===== src/rtl/clap_pkg.sv =====
// Shared types and helpers for the clap event detector.
package clap_pkg;
  localparam int DEF_ENERGY_WIDTH = 32;

  typedef enum logic [1:0] {
    ST_IDLE  = 2'd0,
    ST_PEND  = 2'd1,
    ST_HOLD  = 2'd2,
    ST_QUIET = 2'd3
  } clap_state_e;

  // Bits needed to hold 0..val-1; never less than 1.
  function automatic int clogb2(input int val);
    int w;
    w = 1;
    while ((1 << w) < val) w++;
    return w;
  endfunction
endpackage


===== src/rtl/clap_bg_estimator.sv =====
// Exponential moving average of the energy stream; bg_level is the integer part.
module clap_bg_estimator
  import clap_pkg::*;
#(
  parameter int          ENERGY_WIDTH = DEF_ENERGY_WIDTH,
  parameter int          ALPHA_SHIFT  = 6,
  parameter int unsigned BG_INIT      = 0
) (
  input  logic                    clock,
  input  logic                    energy_nreset,
  input  logic                    update_en,
  input  logic [ENERGY_WIDTH-1:0] energy_data,
  output logic [ENERGY_WIDTH-1:0] bg_level
);
  localparam int ACC_W = ENERGY_WIDTH + ALPHA_SHIFT;

  logic [ACC_W-1:0] bg_acc_q, bg_acc_d;

  // acc - acc/2^A + e stays below 2^ACC_W since acc/2^A never exceeds the max sample.
  always_comb begin
    bg_acc_d = bg_acc_q;
    if (update_en)
      bg_acc_d = bg_acc_q - (bg_acc_q >> ALPHA_SHIFT) + ACC_W'(energy_data);
  end

  always_ff @(posedge clock or negedge energy_nreset) begin
    if (!energy_nreset) bg_acc_q <= ACC_W'(BG_INIT) << ALPHA_SHIFT;
    else                bg_acc_q <= bg_acc_d;
  end

  assign bg_level = bg_acc_q[ACC_W-1:ALPHA_SHIFT];
endmodule


===== src/rtl/clap_event_detector.sv =====
// Clap detector: energy spike over adaptive background -> one clap token, then holdoff and re-arm.
module clap_event_detector
  import clap_pkg::*;
#(
  parameter int          ENERGY_WIDTH = DEF_ENERGY_WIDTH,
  parameter int          ALPHA_SHIFT  = 6,
  parameter int          GAIN_SHIFT   = 2,
  parameter int unsigned ABS_MIN      = 1024,
  parameter int          N_D          = 16,
  parameter int unsigned BG_INIT      = 0
) (
  input  logic                    clock,
  input  logic                    energy_nreset,
  input  logic [ENERGY_WIDTH-1:0] energy_data,
  input  logic                    energy_valid,
  output logic                    energy_ready,
  output logic                    clap_valid,
  input  logic                    clap_ready,
  output logic [ENERGY_WIDTH-1:0] bg_level
);
  localparam int CNT_W = clogb2(N_D);
  localparam int CMP_W = ENERGY_WIDTH + GAIN_SHIFT;

  clap_state_e      state_q, state_d;
  logic [CNT_W-1:0] cnt_q, cnt_d;
  logic             energy_ready_q, energy_ready_d;
  logic             clap_valid_q, clap_valid_d;
  logic             accept, gain_hi, trig, bg_update;

  clap_bg_estimator #(
    .ENERGY_WIDTH(ENERGY_WIDTH),
    .ALPHA_SHIFT (ALPHA_SHIFT),
    .BG_INIT     (BG_INIT)
  ) u_bg (
    .clock        (clock),
    .energy_nreset(energy_nreset),
    .update_en    (bg_update),
    .energy_data  (energy_data),
    .bg_level     (bg_level)
  );

  assign accept  = energy_valid && energy_ready_q;
  // Widened compare so the shifted background never wraps.
  assign gain_hi = CMP_W'(energy_data) > (CMP_W'(bg_level) << GAIN_SHIFT);
  assign trig    = (energy_data > ENERGY_WIDTH'(ABS_MIN)) && gain_hi;

  always_comb begin
    state_d   = state_q;
    cnt_d     = cnt_q;
    bg_update = 1'b0;
    case (state_q)
      ST_IDLE: begin
        if (accept) begin
          if (trig) state_d   = ST_PEND;
          else      bg_update = 1'b1;
        end
      end
      ST_PEND: begin
        if (clap_valid_q && clap_ready) begin
          state_d = ST_HOLD;
          cnt_d   = '0;
        end
      end
      ST_HOLD: begin
        if (accept) begin
          if (cnt_q == CNT_W'(N_D - 1)) begin
            state_d = ST_QUIET;
            cnt_d   = '0;
          end else begin
            cnt_d = cnt_q + 1'b1;
          end
        end
      end
      ST_QUIET: begin
        // Re-arm only after energy dips below the gain threshold.
        if (accept) begin
          bg_update = 1'b1;
          if (!gain_hi) state_d = ST_IDLE;
        end
      end
      default: state_d = ST_IDLE;
    endcase
    energy_ready_d = (state_d != ST_PEND);
    clap_valid_d   = (state_d == ST_PEND);
  end

  always_ff @(posedge clock or negedge energy_nreset) begin
    if (!energy_nreset) begin
      state_q        <= ST_IDLE;
      cnt_q          <= '0;
      energy_ready_q <= 1'b0;
      clap_valid_q   <= 1'b0;
    end else begin
      state_q        <= state_d;
      cnt_q          <= cnt_d;
      energy_ready_q <= energy_ready_d;
      clap_valid_q   <= clap_valid_d;
    end
  end

  assign energy_ready = energy_ready_q;
  assign clap_valid   = clap_valid_q;
endmodule


===== config.mk =====
export PLATFORM = sky130hd
export DESIGN_NAME = clap_event_detector
export DESIGN_NICKNAME = d
export VERILOG_FILES = /design/src/rtl/clap_pkg.sv /design/src/rtl/clap_bg_estimator.sv /design/src/rtl/clap_event_detector.sv
export SDC_FILE = /design/constraint.sdc
export NUM_CORES = 1
export LEC_CHECK = 0
export CORE_UTILIZATION = 28
export DETAILED_ROUTE_END_ITERATION = 7
export PLACE_DENSITY_LB_ADDON = 0.05
export SLEW_MARGIN = 20
export SYNTH_ARGS = -nofsm -noshare
export SYNTH_HDL_FRONTEND = slang
export SYNTH_SLANG_ARGS = --single-unit

===== constraint.sdc =====
create_clock -name clock -period 7.6 [get_ports clock]
set_input_delay 1.52 -clock clock [delete_from_list [all_inputs] [get_ports clock]]
set_output_delay 1.52 -clock clock [all_outputs]
set_load 0.01 [all_outputs]

==> results by stage, run 1 <==
Setup path:
- The end of the worst register-to-register path is u_bg.bg_acc_q[35].
- For the worst setup path, the data required time is between 7 and 8 ns.
- For flop-to-flop paths, the worst setup slack is roughly 3.7 ns.
- The library cell appearing most often on the critical path is sky130_fd_sc_hd__o31ai_1.
- The worst setup path is captured at a register.
- The critical path buffer and inverter count is 3.
- Of all nets on the critical path, the largest fanout is 3.
- The category of the critical setup timing path is input port to register.
- The number of stages on the worst setup path is 14.
- Data arrives at the worst endpoint at 5.52 ns.
- The worst flop-to-flop path startpoint is u_bg.bg_acc_q[7].
- The logic depth of the worst register-to-register path is 12.
- STA classifies the critical path startpoint as an input port.
- For this run, the slowest stage of the critical path takes 0.72 ns.
- The signal on the critical path passes through clkdlybuf4s50_1, inv_1, fa_1, inv_1, ha_1, a211oi_2, o211a_1, o31ai_1, a2111oi_1, o31ai_1, or2_1, and4b_1, o31ai_1, o21ai_1.
- The kind of cell with the highest combined delay along the critical path is compound AO/OA/AOI/OAI gates.
- The largest individual stage delay along the critical path comes from the cell sky130_fd_sc_hd__a2111oi_1.

Floorplanning:
- The core box area is about 20,000 um^2.
- Once the floorplan was initialized, standard cells occupied between 20% and 30% of the core.
- The I/O pin total is 70.
- The die is roughly 150 um tall.
- The overall die area is ~22,000 um^2.
- The die width is between 100 and 150 um.
- The number of rows in the core area is 52.

Synthesis:
- Sequential cells were found to cover between 10% and 20% of the synthesized design area.
- The Yosys warning count is 0.
- The post-synth net total is between 800 and 900.
- Synthesis produced a netlist whose cell count is 732.
- Each instance of the synthesized netlist takes up on average 8.105 um^2.
- Among all flip-flop cells after synthesis, the most frequent one is sky130_fd_sc_hd__dfrtp_1.
- The number of enable flip-flop cells after synthesis is 0.
- The area share of the leading cell type in the synthesized netlist is between 10% and 20%.
- Ranked by total cell area, the synthesized netlist is headed by sky130_fd_sc_hd__dfrtp_1 (19%), sky130_fd_sc_hd__ha_1 (16%), sky130_fd_sc_hd__fa_1 (11%).
- The fraction of synthesis flops using an asynchronous set or reset pin is 100.0%.
- The largest area contributor in the netlist is sky130_fd_sc_hd__dfrtp_1.
- The number of register bits inferred by synthesis is 46.
- The synthesized netlist contains 65 unique library cells.
- The synthesized cell area is approximately 5900 um^2.

GRT:
- The first-pass GRT wire length is between 20,000 and 30,000 um.
- The global route total overflow is 0.
- The number of global-route vias before repair is 5,176.
- Entering global routing, the biggest net connects 47 pins.
- The initial antenna violation count is 0.
- Across every metal layer, demand over resource in global routing totals around 18%.

Clocking:
- Counting the buffers created by CTS gives 5.
- The clock passes through at most 2 buffers.
- The clock sink count is 46.
- The H-tree depth reported by CTS is 2.
- The TritonCTS clock tree is done.
- The number of setup buffers added after CTS is 0.
- The clock slew seen by the registers of the worst setup and hold paths is ~0.07 ns.
- Post-CTS repair changed the size of 0 cells.
- The clock tree root driver cell is sky130_fd_sc_hd__clkbuf_16.
- The clock latency on the worst-skew pair is ~0.31 ns.
- In this run, post-CTS hold repair placed 0 buffers.

STA:
- The clock arrives with 0.01095 ns of skew.
- Setup total negative slack on the finished layout was measured at 0 ns.
- The number of max-slew violations in the final report is 0.
- The worst pin sits at a relative slew slack of between 50% and 60%.
- The count of endpoints failing hold in the final timing report was 0.
- Setup repair after global routing left no endpoint under its margin.
- Subtracting the final worst setup slack from the clock period gives roughly 5.4 ns.
- The achievable clock frequency is about 0.19 GHz.
- Of the available clock period, the critical path in the final layout requires 70.52%.
- The slew at the pin with the worst max-slew slack is around 0.74 ns.
- Setup violations remaining at the end of the flow were counted as 0.

Cells and area:
- In the final layout, flip-flops and latches occupy ~1200 um^2.
- In the final layout, the multi-input gates occupy just under 4000 um^2.
- Fill cells in the final layout number ~2,200.
- The post-route netlist has roughly 2.7% of its cells at a drive strength greater than 1.
- The layout overhead on the synthesized area is 15.18%.
- 0 antenna diodes ended up in the layout.
- For this run, the post-layout net count is ~910.

Detailed routing:
- The total number of vias is a little over 5,000.
- For this block, the initial DRC count from the detailed router was 296.
- In the routed layout, each cell is associated on average with a via count of around 5.
- The detailed-route wire length is roughly 18,000 um.
- In the final routed layout, each cell accounts on average for ~18 um.
- Once detail routing completed, the nets flagged for antenna violations numbered 0.
- In the routed design, unresolved DRC markers number 0.
- The detailed-routing iteration count for the pre-antenna-repair pass is 4.

Run status:
- The flow ran to the end, and the final reports show no timing, DRC or antenna violations.

Placed design:
- After legalization and detailed placement, the total HPWL measured between 15,000 and 20,000 um.
- At the end of routability-driven placement, the weighted congestion stood at a little under 0.9.
- Input and output buffers added on the ports amount to 69.

Min path:
- Along the worst hold path, the cell count comes to 1.
- For hold timing, the worst endpoint is cnt_q[3].
- The origin of the worst min-delay path is cnt_q[3].
- The worst hold path belongs to the class register to register.

Job:
- Across the run, the number of max-cap violations was 0.
==> how the worst max path moves through the flow <==
stage | start | end | slack [ns]
floorplan | energy_data[1] | u_bg.bg_acc_q[35] | 3.16
CTS | energy_data[1] | u_bg.bg_acc_q[35] | 2.26
finish | energy_data[1] | u_bg.bg_acc_q[35] | 2.24
detailed placement | energy_data[1] | u_bg.bg_acc_q[35] | 1.94
global route | energy_data[1] | u_bg.bg_acc_q[35] | 2.03
global placement | energy_data[1] | u_bg.bg_acc_q[35] | 1.97
==> through the flow <==
step	hold WS [ns]	worst slack (ns)	instances	util, %	instance area [um^2]
final	0.4902	2.240	1036	33.35	6834
after detailed placement	0.4851	1.938	1028	32.52	6664
after global routing	0.5460	2.028	1036	33.35	6834
after CTS	0.4955	2.259	1036	33.35	6834
after global placement	0.4901	1.974	1028	32.52	6664
after floorplan	0.4486	3.161	732	-	5933
==> layer usage <==
layer	part of all wire (%)	up-vias	wire (um)	GRT usage [%]
met5	0	-	0	0
met2	49	105	8890	30.47
li1	-	2509	-	-
met4	1.4	0	259	4.175
met1	46	2469	8467	23.46
met3	3.8	16	704	2.099
==> cells in the mapped netlist (6+ instances only) <==
master and n:
sky130_fd_sc_hd__dfrtp_1 46, sky130_fd_sc_hd__fa_1 32, sky130_fd_sc_hd__nand2_1 53, sky130_fd_sc_hd__nor4_1 7, sky130_fd_sc_hd__xnor2_1 9, sky130_fd_sc_hd__nand4_1 13, sky130_fd_sc_hd__clkbuf_1 7, sky130_fd_sc_hd__xor2_1 17
sky130_fd_sc_hd__inv_1 150, sky130_fd_sc_hd__nor2b_1 6, sky130_fd_sc_hd__nor2_1 33, sky130_fd_sc_hd__mux2i_1 8, sky130_fd_sc_hd__o21ai_0 21, sky130_fd_sc_hd__nand2b_1 9, sky130_fd_sc_hd__nor3_1 8, sky130_fd_sc_hd__nand3_1 9
sky130_fd_sc_hd__a21o_1 16, sky130_fd_sc_hd__a31oi_1 8, sky130_fd_sc_hd__a21oi_1 49, sky130_fd_sc_hd__ha_1 75, sky130_fd_sc_hd__o21ai_1 31, sky130_fd_sc_hd__buf_4 32, sky130_fd_sc_hd__o211ai_1 8
==> cells by family (layout without fill, tap and decap cells) <==
| group | Yosys count | count (layout) | synth area share, % |
|---|---|---|---|
| buffers and inverters | 195 | 229 | 14.70 |
| AOI/OAI and AO/OA | 189 | 189 | 20.54 |
| and+or+nand+nor | 160 | 160 | 13.37 |
| adders and majority gates | 107 | 107 | 26.61 |
| DFF | 46 | 46 | 19.40 |
| xor gates and xnor gates | 26 | 26 | 3.838 |
| muxes | 9 | 9 | 1.539 |
==> registers in the layout, summed over array words and instances (netlist names) <==
name           count
u_bg.bg_acc_q     38
cnt_q              4
state_q            2
clap_valid         1
energy_ready       1
==> cells in the final DEF, fill, tap and decap left out, drive strengths merged, types with 6 or more instances in the layout <==
cell	instances
nand2	53
nor2	33
nor2b	6
xnor2	9
ha	75
a31oi	8
xor2	17
a21oi	49
nand4	14
nor4	8
clkdlybuf4s50	68
a21o	16
nor3	8
mux2i	8
nand3	9
fa	32
dfrtp	46
nand2b	9
a211oi	7
o211ai	9
o21ai	52
inv	150
==> cell type report <==
| type | instances | area share (%) |
|---|---|---|
| clock buffer | 5 | 1.831 |
| clock inverter | 3 | 0.6591 |
| inverter | 150 | 8.239 |
| multi-input combinational | 491 | 57.23 |
| sequential | 46 | 16.84 |
| tap | 270 | 4.943 |
| timing repair buffer | 71 | 10.25 |
==> worst register-to-register path, delay by kind of cell (launching register included) <==
family	cells	cell delay, ns
AO/OA/AOI/OAI	7	1.91
flip-flops	1	0.42
buffers and inverters	1	0.06
AND/OR/NAND/NOR	2	0.49
adder cells (fa/ha/maj)	2	0.89
Power of run 1 is left out: the tool's default activity adds up to more than one toggle a clock period on the data nets, which glitch-free logic cannot reach.
==> run 2, diff against run 1 <==
Clock period 7.6 ns to 4.5 ns, I/O delays scaled along.
==> run 2 against run 1 <==
Net effect:
- setup slack worse by 2.0 ns
- clock skew shrank 0.0027 ns
- die area unchanged
- final area increased by 5.6%
- wire length rose by 2.7%
==> results by stage, run 2 (synthesized netlist as in run 1, its figures left out) <==
Clocking:
- The clock slew seen by the registers of the worst setup and hold paths is approximately 0.070 ns.
- For this design, the CTS-stage hold fixing added 0 buffers.
- The clock sink count is between 40 and 50.
- The tree is rooted in a sky130_fd_sc_hd__clkbuf_16.
- The number of setup buffers added after CTS is 0.
- The clock latency on the worst-skew pair is 0.31 ns.
- The clock passes through at most 2 buffers.
- The post-cts repair resize count is 0.
- Clock tree synthesis inserted a total of 5 buffers.
- CTS built an H-tree with a depth of 2.
- TritonCTS built the clock tree.

Placed design:
- The congestion estimate from routability-driven global placement came to 0.8070.
- The count of input and output buffers is 69.
- The half-perimeter wire length after placement is 15,800 um.

Detailed routing:
- For this run, design rule violations remaining after detail routing come to 0.
- The final layout contains routed wiring with a total length of 18,810 um.
- The count of nets left with antenna violations once routing finished came out at 0.
- In the final routed layout, each cell accounts on average for ~17 um.
- Dividing the detail-routed via count by the number of cells gives between 4 and 5.
- The total number of vias is about 5,200.
- After the first detailed-routing iteration, the DRC count stood at ~200.
- The first detailed-routing pass took 4 iterations.

Setup path:
- For the worst setup path, the data required time is around 4.7 ns.
- The cell with the biggest individual delay on the critical path is sky130_fd_sc_hd__fa_1.
- The highest fanout seen on the critical path is 3.
- Setup slack on the worst reg-to-reg path comes out at approximately 0.90 ns.
- The startpoint identified for the worst register-to-register timing path is u_bg.bg_acc_q[6].
- The category of the critical setup timing path is input port to register.
- In this design, the stage delay of the slowest critical-path cell is about 0.53 ns.
- The number of cells on the worst reg-to-reg path is 15.
- The kind of start point of the critical path is an input port.
- On the critical path the largest part of the delay comes from compound AO/OA/AOI/OAI gates.
- Data on the critical path arrives at its endpoint at ~4.4 ns.
- The worst register-to-register path ends at u_bg.bg_acc_q[34].
- The critical path buffer and inverter count is 3.
- Traced cell by cell, the critical path runs through clkdlybuf4s50_1, inv_1, fa_1, fa_1, nand2b_1, a21oi_1, buf_4, a32o_1, a2111o_1, nand2_1, or4_1, a21oi_1, o21ai_0, a31o_1.
- The type of destination of the critical path is a register.

GRT:
- The first-pass GRT wire length is slightly above 30,000 um.
- The number of global-route vias before repair was about 5,600.
- Global routing used between 10% and 20% of the available tracks.
- The largest net degree at the start of global routing is 47.
- The global route total overflow is 0.
- The initial antenna violation count came to 0.

Cells and area:
- The register with the most flip-flops in the layout has 38 of them.
- Leaving out fill and tap cells, the most frequent cell in the layout is sky130_fd_sc_hd__inv_1.
- The largest registers in the layout are u_bg.bg_acc_q (38), cnt_q (4), state_q (2).
- Cells fill 35.22% of the core in the end.
- In the layout the commonest cells are sky130_fd_sc_hd__inv_1 (150), sky130_fd_sc_hd__ha_1 (75), sky130_fd_sc_hd__clkdlybuf4s50_1 (68).
- Of the cells placed in the final design, the portion with a size suffix greater than 1 is 8.578%.
- At the end of the flow, the number of nets in the layout was ~960.
- The area growth from synthesis to layout is 21.66%.
- The antenna diode instance count is 0.
- The register containing the most flip-flops in the final layout is u_bg.bg_acc_q.

Min path:
- In this run the most critical hold path is launched from cnt_q[3].
- Along the worst hold path, the cell count comes to 1.
- The classification of the worst-slack hold path is register to register.
- The endpoint with the worst hold slack is cnt_q[3].

Job:
- The tool flagged a number of max-cap violations equal to 0.

STA:
- The final critical-path share of the clock period is between 90% and 100%.
- The achievable clock frequency is 0.2366 GHz.
- Setup repair after global routing left no endpoint under its margin.
- Adding up every negative setup slack in the final design gives 0 ns.
- The setup-violating endpoint count in the final report is 0.
- The tightest slew margin relative to the limit is between 50% and 60%.
- For the final database, setup skew stands at between 0.008 and 0.009 ns.
- The count of endpoints failing hold in the final timing report is 0.
- At the pin with the least slew margin, the transition time is between 0.7 and 0.8 ns.
- The number of max-slew violations in the final report is 0.
- The worst path in the final design needs a cycle of 4.226 ns, including I/O delays and setup.

Floorplanning:
- The number of rows in the core area is 52.
- The initial utilization of the core area, before any placement, comes to between 20% and 30%.
- The core region is just over 20,000 um^2.
- The die is between 100 and 150 um wide.
- The floorplan die height is between 100 and 150 um.
- The die covers roughly 22,000 um^2.
- 70 I/O pins were placed.

Run status:
- The flow ran to the end, and the final reports show no timing, DRC or antenna violations.
-- run 2: cell types whose count changed in the layout (fill, tap and decap cells not counted), sizes merged --
cell	change
buf	+50
clkbuf	+1
clkinvlp	-1
-- run 2: worst max path at each step --
stage	from	to	slack, ns	cells past startpoint
floorplan	energy_data[1]	u_bg.bg_acc_q[35]	0.68	13
global placement	energy_data[1]	u_bg.bg_acc_q[36]	-0.02	14
detailed placement	energy_data[1]	u_bg.bg_acc_q[35]	-0.07	15
CTS	energy_data[1]	u_bg.bg_acc_q[35]	0.25	15
global route	energy_data[1]	u_bg.bg_acc_q[35]	0.03	15
finish	energy_data[1]	u_bg.bg_acc_q[34]	0.27	14
-- run 2: layout make-up --
cell class                      instances  area, um^2
Inverter                              150       563.0
Timing Repair Buffer                  121        1089
Clock buffer                            6       128.9
Clock inverter                          2       37.54
Fill cell                            2153       13280
Tap cell                              270       337.8
Sequential cell                        46        1151
Multi-Input combinational cell        491        3911
-- run 2: stage by stage --
step | cell area (um^2) | setup WS (ns) | hold WS, ns | instances
2_1_floorplan | 5933 | 0.6812 | 0.4486 | 732
3_3_place_gp | 7052 | -0.01954 | 0.4784 | 1078
3_5_place_dp | 7052 | -0.06987 | 0.4766 | 1078
4_1_cts | 7218 | 0.2497 | 0.4870 | 1086
5_1_grt | 7218 | 0.02829 | 0.5297 | 1086
6_report | 7218 | 0.2737 | 0.4899 | 1086
-- run 2: routing by layer --
layer	up-vias	global-route usage, %	share of wire [%]	wire length [um]
met5	-	0	0	0
met4	0	3.814	0.95	179
met3	12	2.006	2.1	388
met2	62	32.05	49	9197
met1	2523	23.89	48	9044
li1	2616	-	-	-
Power of run 2 is left out for the same reason.
==> run 3, diff against run 2 <==
Settings changed: CAP_MARGIN set to 5, CORE_MARGIN set to 8, CTS_BUF_LIST set to sky130_fd_sc_hd__clkbuf_4 sky130_fd_sc_hd__clkbuf_8.
==> run 3 against run 2 <==
Net effect:
- global-route usage fell by 3.1 points
- final cell count rose by 0.55%
- sequential share of layout area rose by 0.061 points
- non-clock buffer count rose by 1
- maximum frequency rose by 1.4%
- hold slack improved by 0.014 ns
- die area rose by 20%
- sequential cell count did not move
- setup slack improved by 0.060 ns
==> results by stage, run 3 (synthesized netlist as in run 1, its figures left out) <==
Clocking:
- The post-cts repair resize count is 0.
- The H-tree depth reported by CTS is 2.
- The number of setup buffers added after CTS is 0.
- The later pin in the worst-skew pair is clocked with a latency of between 0.3 and 0.4 ns.
- Buffers inserted to repair hold after CTS numbered 0.
- The cell sitting at the root of the clock tree is a sky130_fd_sc_hd__clkbuf_8.
- The clock slew seen by the registers of the worst setup and hold paths is about 0.11 ns.
- The tree built by TritonCTS fans out to 46 sinks.
- The total clock buffers created by CTS is 5.
- TritonCTS built the clock tree.
- The buffer depth of the longest clock path is 2.

Placed design:
- The placer congestion estimate is about 0.85.
- Input and output buffers added on the ports amount to around 70.
- Summed over all nets, the half-perimeter wirelength after detailed placement is roughly 16,000 um.

Detailed routing:
- The routed wirelength normalized by instance count is between 15 and 20 um.
- Dividing the detail-routed via count by the number of cells gives 4.769.
- The pre-antenna-repair detailed-routing pass consisted of 4 iterations.
- For this block, the routed nets add up to 19,180 um of wire.
- In the routed design, unresolved DRC markers number 0.
- In this run the remaining antenna-violating nets after routing total 0.
- For this block, the initial DRC count from the detailed router was 230.
- The total number of vias is between 5,000 and 6,000.

STA:
- The minimum period implied by the final worst setup slack is between 4 and 5 ns.
- The number of max-slew violations in the final report is 0.
- The final critical-path share of the clock period is 92.59%.
- The worst hold slack is 0.5034 ns.
- Measured against its own limit, the worst slew margin works out to between 50% and 60%.
- At the pin with the least slew margin, the transition time is around 0.72 ns.
- The worst clock skew on the final layout is ~0.013 ns.
- The count of endpoints failing hold in the final timing report is 0.
- Setup repair after global routing left no endpoint under its margin.
- The setup-violating endpoint count in the final report is 0.
- The achievable clock frequency is 0.2400 GHz.

Floorplanning:
- In this run the vertical extent of the chip is about 160 um.
- The die width is between 150 and 200 um.
- The initialized floorplan defines 53 standard-cell rows.
- The core box area is ~21,000 um^2.
- During I/O placement, the number of pins put on the boundary was 70.
- For this configuration, the core starts out at a cell density of between 20 and 30%.
- The die covers approximately 26,000 um^2.

Job:
- Across the run, the number of max-cap violations was 0.

Cells and area:
- Leaving out fill and tap cells, the most frequent cells in the layout are sky130_fd_sc_hd__inv_1 (150), sky130_fd_sc_hd__ha_1 (75), sky130_fd_sc_hd__clkdlybuf4s50_1 (68).
- More flip-flops sit in one register than any other, and that register is u_bg.bg_acc_q.
- The number of antenna diodes in the final layout is 0.
- The number of filler cells placed in the layout is between 2,000 and 2,500.
- The largest registers in the layout are u_bg.bg_acc_q (38), cnt_q (4), state_q (2).
- The register with the most flip-flops in the layout has 38 of them.
- In the final layout, the share of cells above drive strength 1 is 8.813%.
- The library cell used most frequently in the layout, excluding fill and tap cells, is sky130_fd_sc_hd__inv_1.
- Compared with the post-synthesis result, the final layout area differs by 21.19%.
- In the final design database the tool counted ~960 nets.

Setup path:
- The startpoint identified for the worst register-to-register timing path is u_bg.bg_acc_q[6].
- For this design, the slowest cell found on the critical path is sky130_fd_sc_hd__fa_1.
- At the worst endpoint, the required time is about 4.7 ns.
- The library cell appearing most often on the critical path is sky130_fd_sc_hd__o31ai_1.
- The type of destination of the critical path is a register.
- The critical path contains buffers and inverters numbering 4 combined.
- Walking the worst path, the cells encountered are clkdlybuf4s50_1, inv_1, fa_1, inv_1, ha_1, a211oi_2, o211a_1, o31ai_1, a2111oi_1, buf_4, o31ai_1, or2_1, and4b_1, o31ai_1, o21ai_1.
- The first element of the critical path is energy_data[1].
- For this run, the slowest stage of the critical path takes approximately 0.59 ns.
- In this run the worst path has a maximum fanout of 3.
- STA classifies the critical path startpoint as an input port.
- The kind of cell adding the most delay to the critical path is compound AO/OA/AOI/OAI gates.
- The category of the critical setup timing path is input port to register.
- Data on the critical path arrives at its endpoint at ~4.4 ns.

GRT:
- The first global-routing pass estimated approximately 31,000 um of wire.
- The initial antenna violation count is 0.
- The number of global-route vias before repair is approximately 5,500.
- The largest net degree at the start of global routing is 47.
- Summed over all layers, the global routing overflow is 0.
- The global router's overall resource usage is 15.13%.

Min path:
- The origin of the worst min-delay path is cnt_q[3].
- The classification of the worst-slack hold path is register to register.

Run status:
- The flow ran to the end, and the final reports show no timing, DRC or antenna violations.
==> run 3: cell types whose count changed in the layout (fill, tap and decap cells not counted), sizes merged <==
cell and change:
buf +1, clkinvlp -1, clkbuf -1, inv +1
clkinv +1
==> run 3: path summary, 6_finish.rpt <==
path,slack [ns],to,cells after the start
max in group asynchronous,3.33,energy_ready,2
setup reg to reg,0.96,u_bg.bg_acc_q[34],15
setup / recovery,0.33,u_bg.bg_acc_q[35],15
hold / removal,0.50,cnt_q[3],1
min in group asynchronous,0.70,u_bg.bg_acc_q[5],2
hold reg to reg,0.50,cnt_q[3],1
==> run 3: worst register-to-register path, delay by kind of cell, from the launching register on <==
kind | cells | cell delay, ns
AOI/OAI and AO/OA | 6 | 1.08
adders and majority gates | 3 | 0.91
buffers and inverters | 3 | 0.28
DFF | 1 | 0.45
and+or+nand+nor | 3 | 0.75
==> run 3: layer usage <==
layer / track usage [%] / wire [um] / up-vias
li1: - / - / 2613
met1: 18.91 / 8857 / 2501
met3: 2.291 / 642 / 13
met4: 3.788 / 232 / 0
met2: 26.68 / 9449 / 81
met5: 0 / 0 / -
==> run 3: area by class of cell <==
type                            count  area [um^2]  share of cell area (%)
Clock buffer                        5        68.82                  0.9570
Clock inverter                      3        43.79                  0.6090
Inverter                          150        563.0                   7.830
Multi-Input combinational cell    491         3911                   54.39
Sequential cell                    46         1151                   16.01
Tap cell                          275        344.1                   4.785
Timing Repair Buffer              122         1109                   15.42
==> run 3: stage by stage <==
stage	TNS (ns)	cells	area [um^2]	utilization [%]	worst slack, ns
4_1_cts	0	1092	7191	34.42	0.3244
6_report	0	1092	7191	34.42	0.3335
3_5_place_dp	-0.07589	1084	7078	33.88	-0.04757
3_3_place_gp	-0.04351	1084	7078	33.88	-0.03911
5_1_grt	0	1092	7191	34.42	0.09449
2_1_floorplan	0	732	5933	-	0.6812
Power of run 3 is left out for the same reason.
